`src/rtl/adc_pkg.sv`:
```
// Shared types and constants for the single-slope ADC back end.
package adc_pkg;

   typedef enum logic [1:0] {
      IDLE   = 2'd0,
      PRESET = 2'd1,
      RAMP   = 2'd2,
      DONE   = 2'd3
   } ramp_state_t;

   localparam int DEFAULT_WIDTH   = 8;
   localparam int CMP_SYNC_STAGES = 2;

endpackage

```
`src/rtl/sync_2ff.sv`:
```
// Generic 2-flop synchronizer, async active-low reset to 0; only compiled when RAMP_ADC_CMP_SYNC_EN
// is defined, so the default build carries no synchronizer flops. Latency 2 cycles, no backpressure.
`ifdef RAMP_ADC_CMP_SYNC_EN
module sync_2ff
   import adc_pkg::*;
#(
   parameter int W = 1
) (
   input  logic         clk,
   input  logic         rst_n,
   input  logic [W-1:0] d,
   output logic [W-1:0] q
);

   logic [CMP_SYNC_STAGES-1:0][W-1:0] stg;

   always_ff @(posedge clk or negedge rst_n) begin
      if (!rst_n) begin
         stg <= '0;
      end else begin
         stg <= {stg[CMP_SYNC_STAGES-2:0], d};
      end
   end

   assign q = stg[CMP_SYNC_STAGES-1];

endmodule
`endif

```
`src/rtl/ramp_adc_ctrl.sv`:
```
// Single-slope ADC conversion sequencer (counter initiator); optional cmp synchronizer via RAMP_ADC_CMP_SYNC_EN.
// Latency start->done = SETTLE_CYCLES + (code-OFFSET) + 2 (+2 with sync); start ignored while busy, no queueing.
module ramp_adc_ctrl
   import adc_pkg::*;
#(
   parameter int WIDTH         = DEFAULT_WIDTH,
   parameter int SETTLE_CYCLES = 4,
   parameter int OFFSET        = 0
) (
   input  logic             clk,
   input  logic             rst,
   input  logic             start,
   input  logic             cmp,
   input  logic [WIDTH-1:0] count,
   input  logic             overflow,
   output logic             ctr_en,
   output logic             ctr_set,
   output logic [WIDTH-1:0] ctr_set_v,
   output logic             ramp_en,
   output logic             busy,
   output logic             done,
   output logic [WIDTH-1:0] result,
   output logic             ovf_err
);

   localparam logic [WIDTH-1:0] OFF_V = WIDTH'(OFFSET);
   localparam logic [WIDTH-1:0] MAX_V = '1;
   localparam int               SW    = (SETTLE_CYCLES > 1) ? $clog2(SETTLE_CYCLES) : 1;
   localparam logic [SW-1:0]    SETTLE_LAST = SW'(SETTLE_CYCLES - 1);

   ramp_state_t      state;
   logic [SW-1:0]    settle_cnt;
   logic             trip;
   logic [WIDTH-1:0] trip_code;

`ifdef RAMP_ADC_CMP_SYNC_EN
   logic cmp_s;

   sync_2ff #(.W(1)) u_cmp_sync (
      .clk   (clk),
      .rst_n (rst),
      .d     (cmp),
      .q     (cmp_s)
   );

   // The synchronized trip lands two counts late; back that out, never below the preset.
   assign trip      = cmp_s;
   assign trip_code = ({1'b0, count} >= ({1'b0, OFF_V} + (WIDTH+1)'(2))) ? count - WIDTH'(2) : OFF_V;
`else
   assign trip      = cmp;
   assign trip_code = count;
`endif

   assign ctr_set_v = OFF_V;

   always_ff @(posedge clk or negedge rst) begin
      if (!rst) begin
         state      <= IDLE;
         settle_cnt <= '0;
         ctr_en     <= 1'b0;
         ctr_set    <= 1'b0;
         ramp_en    <= 1'b0;
         busy       <= 1'b0;
         done       <= 1'b0;
         result     <= '0;
         ovf_err    <= 1'b0;
      end else begin
         done <= 1'b0;
         unique case (state)
            IDLE: begin
               if (start) begin
                  state      <= PRESET;
                  settle_cnt <= SETTLE_LAST;
                  ctr_set    <= 1'b1;
                  busy       <= 1'b1;
               end
            end
            PRESET: begin
               if (settle_cnt == '0) begin
                  state   <= RAMP;
                  ctr_set <= 1'b0;
                  ctr_en  <= 1'b1;
                  ramp_en <= 1'b1;
               end else begin
                  settle_cnt <= settle_cnt - SW'(1);
               end
            end
            RAMP: begin
               // Overflow takes priority over a trip in the same cycle.
               if (overflow || trip) begin
                  state   <= DONE;
                  ctr_en  <= 1'b0;
                  ramp_en <= 1'b0;
                  done    <= 1'b1;
                  result  <= overflow ? MAX_V : trip_code;
                  ovf_err <= overflow;
               end
            end
            DONE: begin
               state <= IDLE;
               busy  <= 1'b0;
            end
            default: begin
               state <= IDLE;
            end
         endcase
      end
   end

endmodule
```
`config.mk`:
```
export PLATFORM = sky130hd
export DESIGN_NAME = ramp_adc_ctrl
export DESIGN_NICKNAME = d
export VERILOG_FILES = /design/src/rtl/adc_pkg.sv /design/src/rtl/sync_2ff.sv /design/src/rtl/ramp_adc_ctrl.sv
export SDC_FILE = /design/constraint.sdc
export NUM_CORES = 1
export LEC_CHECK = 0
export BUFFER_PORTS_ARGS = -buffer_cell sky130_fd_sc_hd__buf_2
export CORE_ASPECT_RATIO = 1.25
export CORE_MARGIN = 2
export CORE_UTILIZATION = 50
export CTS_CLUSTER_DIAMETER = 60
export DETAILED_ROUTE_END_ITERATION = 10
export PLACE_DENSITY = 0.88
export SYNTH_ARGS = -nofsm -noshare
export SYNTH_HDL_FRONTEND = slang
export SYNTH_HIERARCHICAL = 1
export SYNTH_SLANG_ARGS = --single-unit
```
`constraint.sdc`:
```
create_clock -name clk -period 3.05 [get_ports clk]
set_input_delay 0.61 -clock clk [delete_from_list [all_inputs] [get_ports clk]]
set_output_delay 0.61 -clock clk [all_outputs]
set_load 0.05 [all_outputs]
```
==> impl_metrics.toml <==
[timing]
fin_crit_ps = 1730
unrepaired_setup_endpoints_after_global_routing = "false"
fin_skew_ps = 5.02
fmaxAchievable_mhz = 577
maxSlewHeadroom_pct = 37.0
timing.setup.tns_ps = 0
tightestPinTransition_ps = 939
fin_crit_sh_pct = 56.8
timing.final.max_slew_violations = 0
hold-worst-slack_ps = 227
hold_viol = 0
setup-violations-final = 0

[logic_synthesis]
synth_area_per_cell_sq_um = 9.98
synth-simple-area-share_pct = 10.9
dominant_combinational_cell_family_by_area_after_synthesis = "compound AO/OA/AOI/OAI gates"
postSynthRegisterBits = 17
synth.mux.area_fraction_pct = 5.99
synth_warnings = 6
synth_area_leader_cell = "sky130_fd_sc_hd__dfrtp_1"
mappedNetlistArea_sq_um = 898
synth.yosys.seq_area_share_pct = 47.4
netlist.area_leader.share_pct = 47.4
synth_compound_gate_area_share_pct = 13.5
synth.top_cells.by_area = "sky130_fd_sc_hd__dfrtp_1, sky130_fd_sc_hd__ha_1, sky130_fd_sc_hd__buf_4, sky130_fd_sc_hd__o21ai_0, sky130_fd_sc_hd__nand2_1"
synth-adder-area-share_pct = 9.75
synthDistinctLibCells = 17
synthesis.instances = 90
synth-xor-area-share_pct = 0

[placement]
dp.final_hpwl_mm = 1.23
finalWeightedCongestion = 0.797
placement.io_buffers = 26

[floorplanning]
die_area_sq_um = 2150
initial_utilization_pct = 52.1
placeableCoreArea_sq_um = 1720
die_height_um = 51.4
number_of_i_o_pins = 35
floorplan.die.width_um = 41.9
row_count = 17

[critical_path]
cpMaxStageDelayCell = "sky130_fd_sc_hd__o21ai_1"
worstPathRequired_ps = 3170
cp.arrival_ps = 1850
setup.worst_path.end_class = "register"
timing.critical_path.buf_inv = 1
worst_setup_path_start_kind = "register"
crit_start = "state[0]"
critical_path_maximum_fanout = 18
cpLargestDelayFamily = "compound AO/OA/AOI/OAI gates"
rr_startpoint = "state[0]"
max_stage_delay_ps = 530
timing.setup.critical_path_class = "reg2reg"
worstPathCellList = "inv_1, ha_1, o21ai_1, o21ai_0"

[global_routing]
gr_met3_demand_resource_pct = 3.89
globalRoute.busiestLayer = "met2"
grt.met2_usage_pct = 31.0
grt_util_all_layers_pct = 15.4
via_count_of_the_first_global_routing_pass = 655
grt_remaining_overflow = 0
antenna_found_initial = 0
globalRouteMet1Util_pct = 15.5
grt_pass1_wl_mm = 2.59
grt_max_degree = 19

[detailed_routing]
drt.antenna.violating_nets = 0
vias = 671
drtIter0Drc = 10
drc = 0
routedWlPerCell_um = 11.3
detail_route.wirelength_mm = 1.52
vias_per_cell = 4.97
detail_route.first_pass.iterations = 4

[clock_network]
longest_clk_path_bufs = 2
numClockSinks = 17
hold_buf_cts = 0
clock_tree.root_cell = "sky130_fd_sc_hd__clkbuf_4"
post-cts-setup-buffer-count = 0
clkLatencyLatePin_ps = 280
cts_inserted_buffers = 3
cts_htree_levels = 1
post_cts_resized = 0
cts_tree = "built"
clk_pin_slew_worst_paths_ps = 100

[final_layout]
antenna-diode-count = 0
drive_gt1_share_pct = 29.3
areaGrowthSynthToFinish_pct = 13.8
num-nets-final = 137

[job]
maxCapViolCount = 0

[hold_path]
worstHoldPathType = "in2async"

[outcome]
status = "finished clean"
[layout make-up]
class | instances | area [sq um]
clock buffers | 4 | 26.3
fillers | 146 | 701
repair buffers | 26 | 130
well taps | 19 | 23.8
inverters | 7 | 26.3
flip-flops and latches | 17 | 425
multi-input cells | 62 | 390
[routing by layer]
metal | wire length, um | vias to the layer above
met3 | 115 | 0
met2 | 818 | 20
met4 | 0 | 0
li1 | - | 330
met5 | 0 | -
met1 | 588 | 321
[placed cells by master (no fill, tap or decap), drive strengths merged]
cell type,netlist,layout
nand2,11,11
o2bb2ai,1,1
nand2b,1,1
buf,11,26
clkbuf,0,4
dfrtp,17,17
mux2i,2,2
nor2,10,10
mux2,3,3
inv,7,7
ha,7,7
a211oi,2,2
o21ai,12,12
conb,1,8
nor2b,2,2
a22o,2,2
o32a,1,1
[worst paths after layout]
kind | depth (start not counted) | end | slack (ps)
max in group asynchronous | 1 | state[0] | 2550
worst min-delay path | 1 | result[1] | 230
worst min register to register | 2 | result[0] | 480
min in group clk | 2 | result[0] | 480
worst max-delay path | 4 | result[5] | 1320
worst max register to register | 4 | result[5] | 1320
[state kept, by name (all words and copies together), names as in the netlist]
name / cells
busy: 1
ctr_set: 1
done: 1
ovf_err: 1
ramp_en: 1
result: 8
settle_cnt: 2
state: 2
[kinds of logic (layout without fill, tap and decap cells)]
kind of cell             Yosys count  after routing
AND/OR/NAND/NOR                   24             24
adder cells (fa/ha/maj)            7              7
multiplexers                       5              5
buffers and inverters             18             37
AO/OA/AOI/OAI                     18             18
flip-flops                        17             17
other                              1              8
[cell usage after synthesis]
| master | n |
|---|---|
| sky130_fd_sc_hd__inv_1 | 7 |
| sky130_fd_sc_hd__o2bb2ai_1 | 1 |
| sky130_fd_sc_hd__a211oi_2 | 2 |
| sky130_fd_sc_hd__dfrtp_1 | 17 |
| sky130_fd_sc_hd__nor2b_1 | 2 |
| sky130_fd_sc_hd__nor2_1 | 10 |
| sky130_fd_sc_hd__o21ai_1 | 1 |
| sky130_fd_sc_hd__ha_1 | 7 |
| sky130_fd_sc_hd__mux2_2 | 3 |
| sky130_fd_sc_hd__mux2i_1 | 2 |
| sky130_fd_sc_hd__conb_1 | 1 |
| sky130_fd_sc_hd__o21ai_0 | 11 |
| sky130_fd_sc_hd__buf_4 | 11 |
| sky130_fd_sc_hd__o32a_1 | 1 |
| sky130_fd_sc_hd__nand2_1 | 11 |
| sky130_fd_sc_hd__a22o_1 | 2 |
| sky130_fd_sc_hd__nand2b_1 | 1 |
[through the flow]
step / instances / cell area (sq um) / util (%) / setup slack (ps)
final: 135 / 1020 / 59.3 / 1320
after global routing: 135 / 1020 / 59.3 / 1080
after CTS: 135 / 1020 / 59.3 / 1320
after detailed placement: 131 / 996 / 57.8 / 1130
after global placement: 131 / 996 / 57.8 / 1210
after floorplan: 97 / 925 / - / 1520
Power is not shown: default switching activity piles up to over one toggle a cycle in this logic, so the estimate is an artifact.
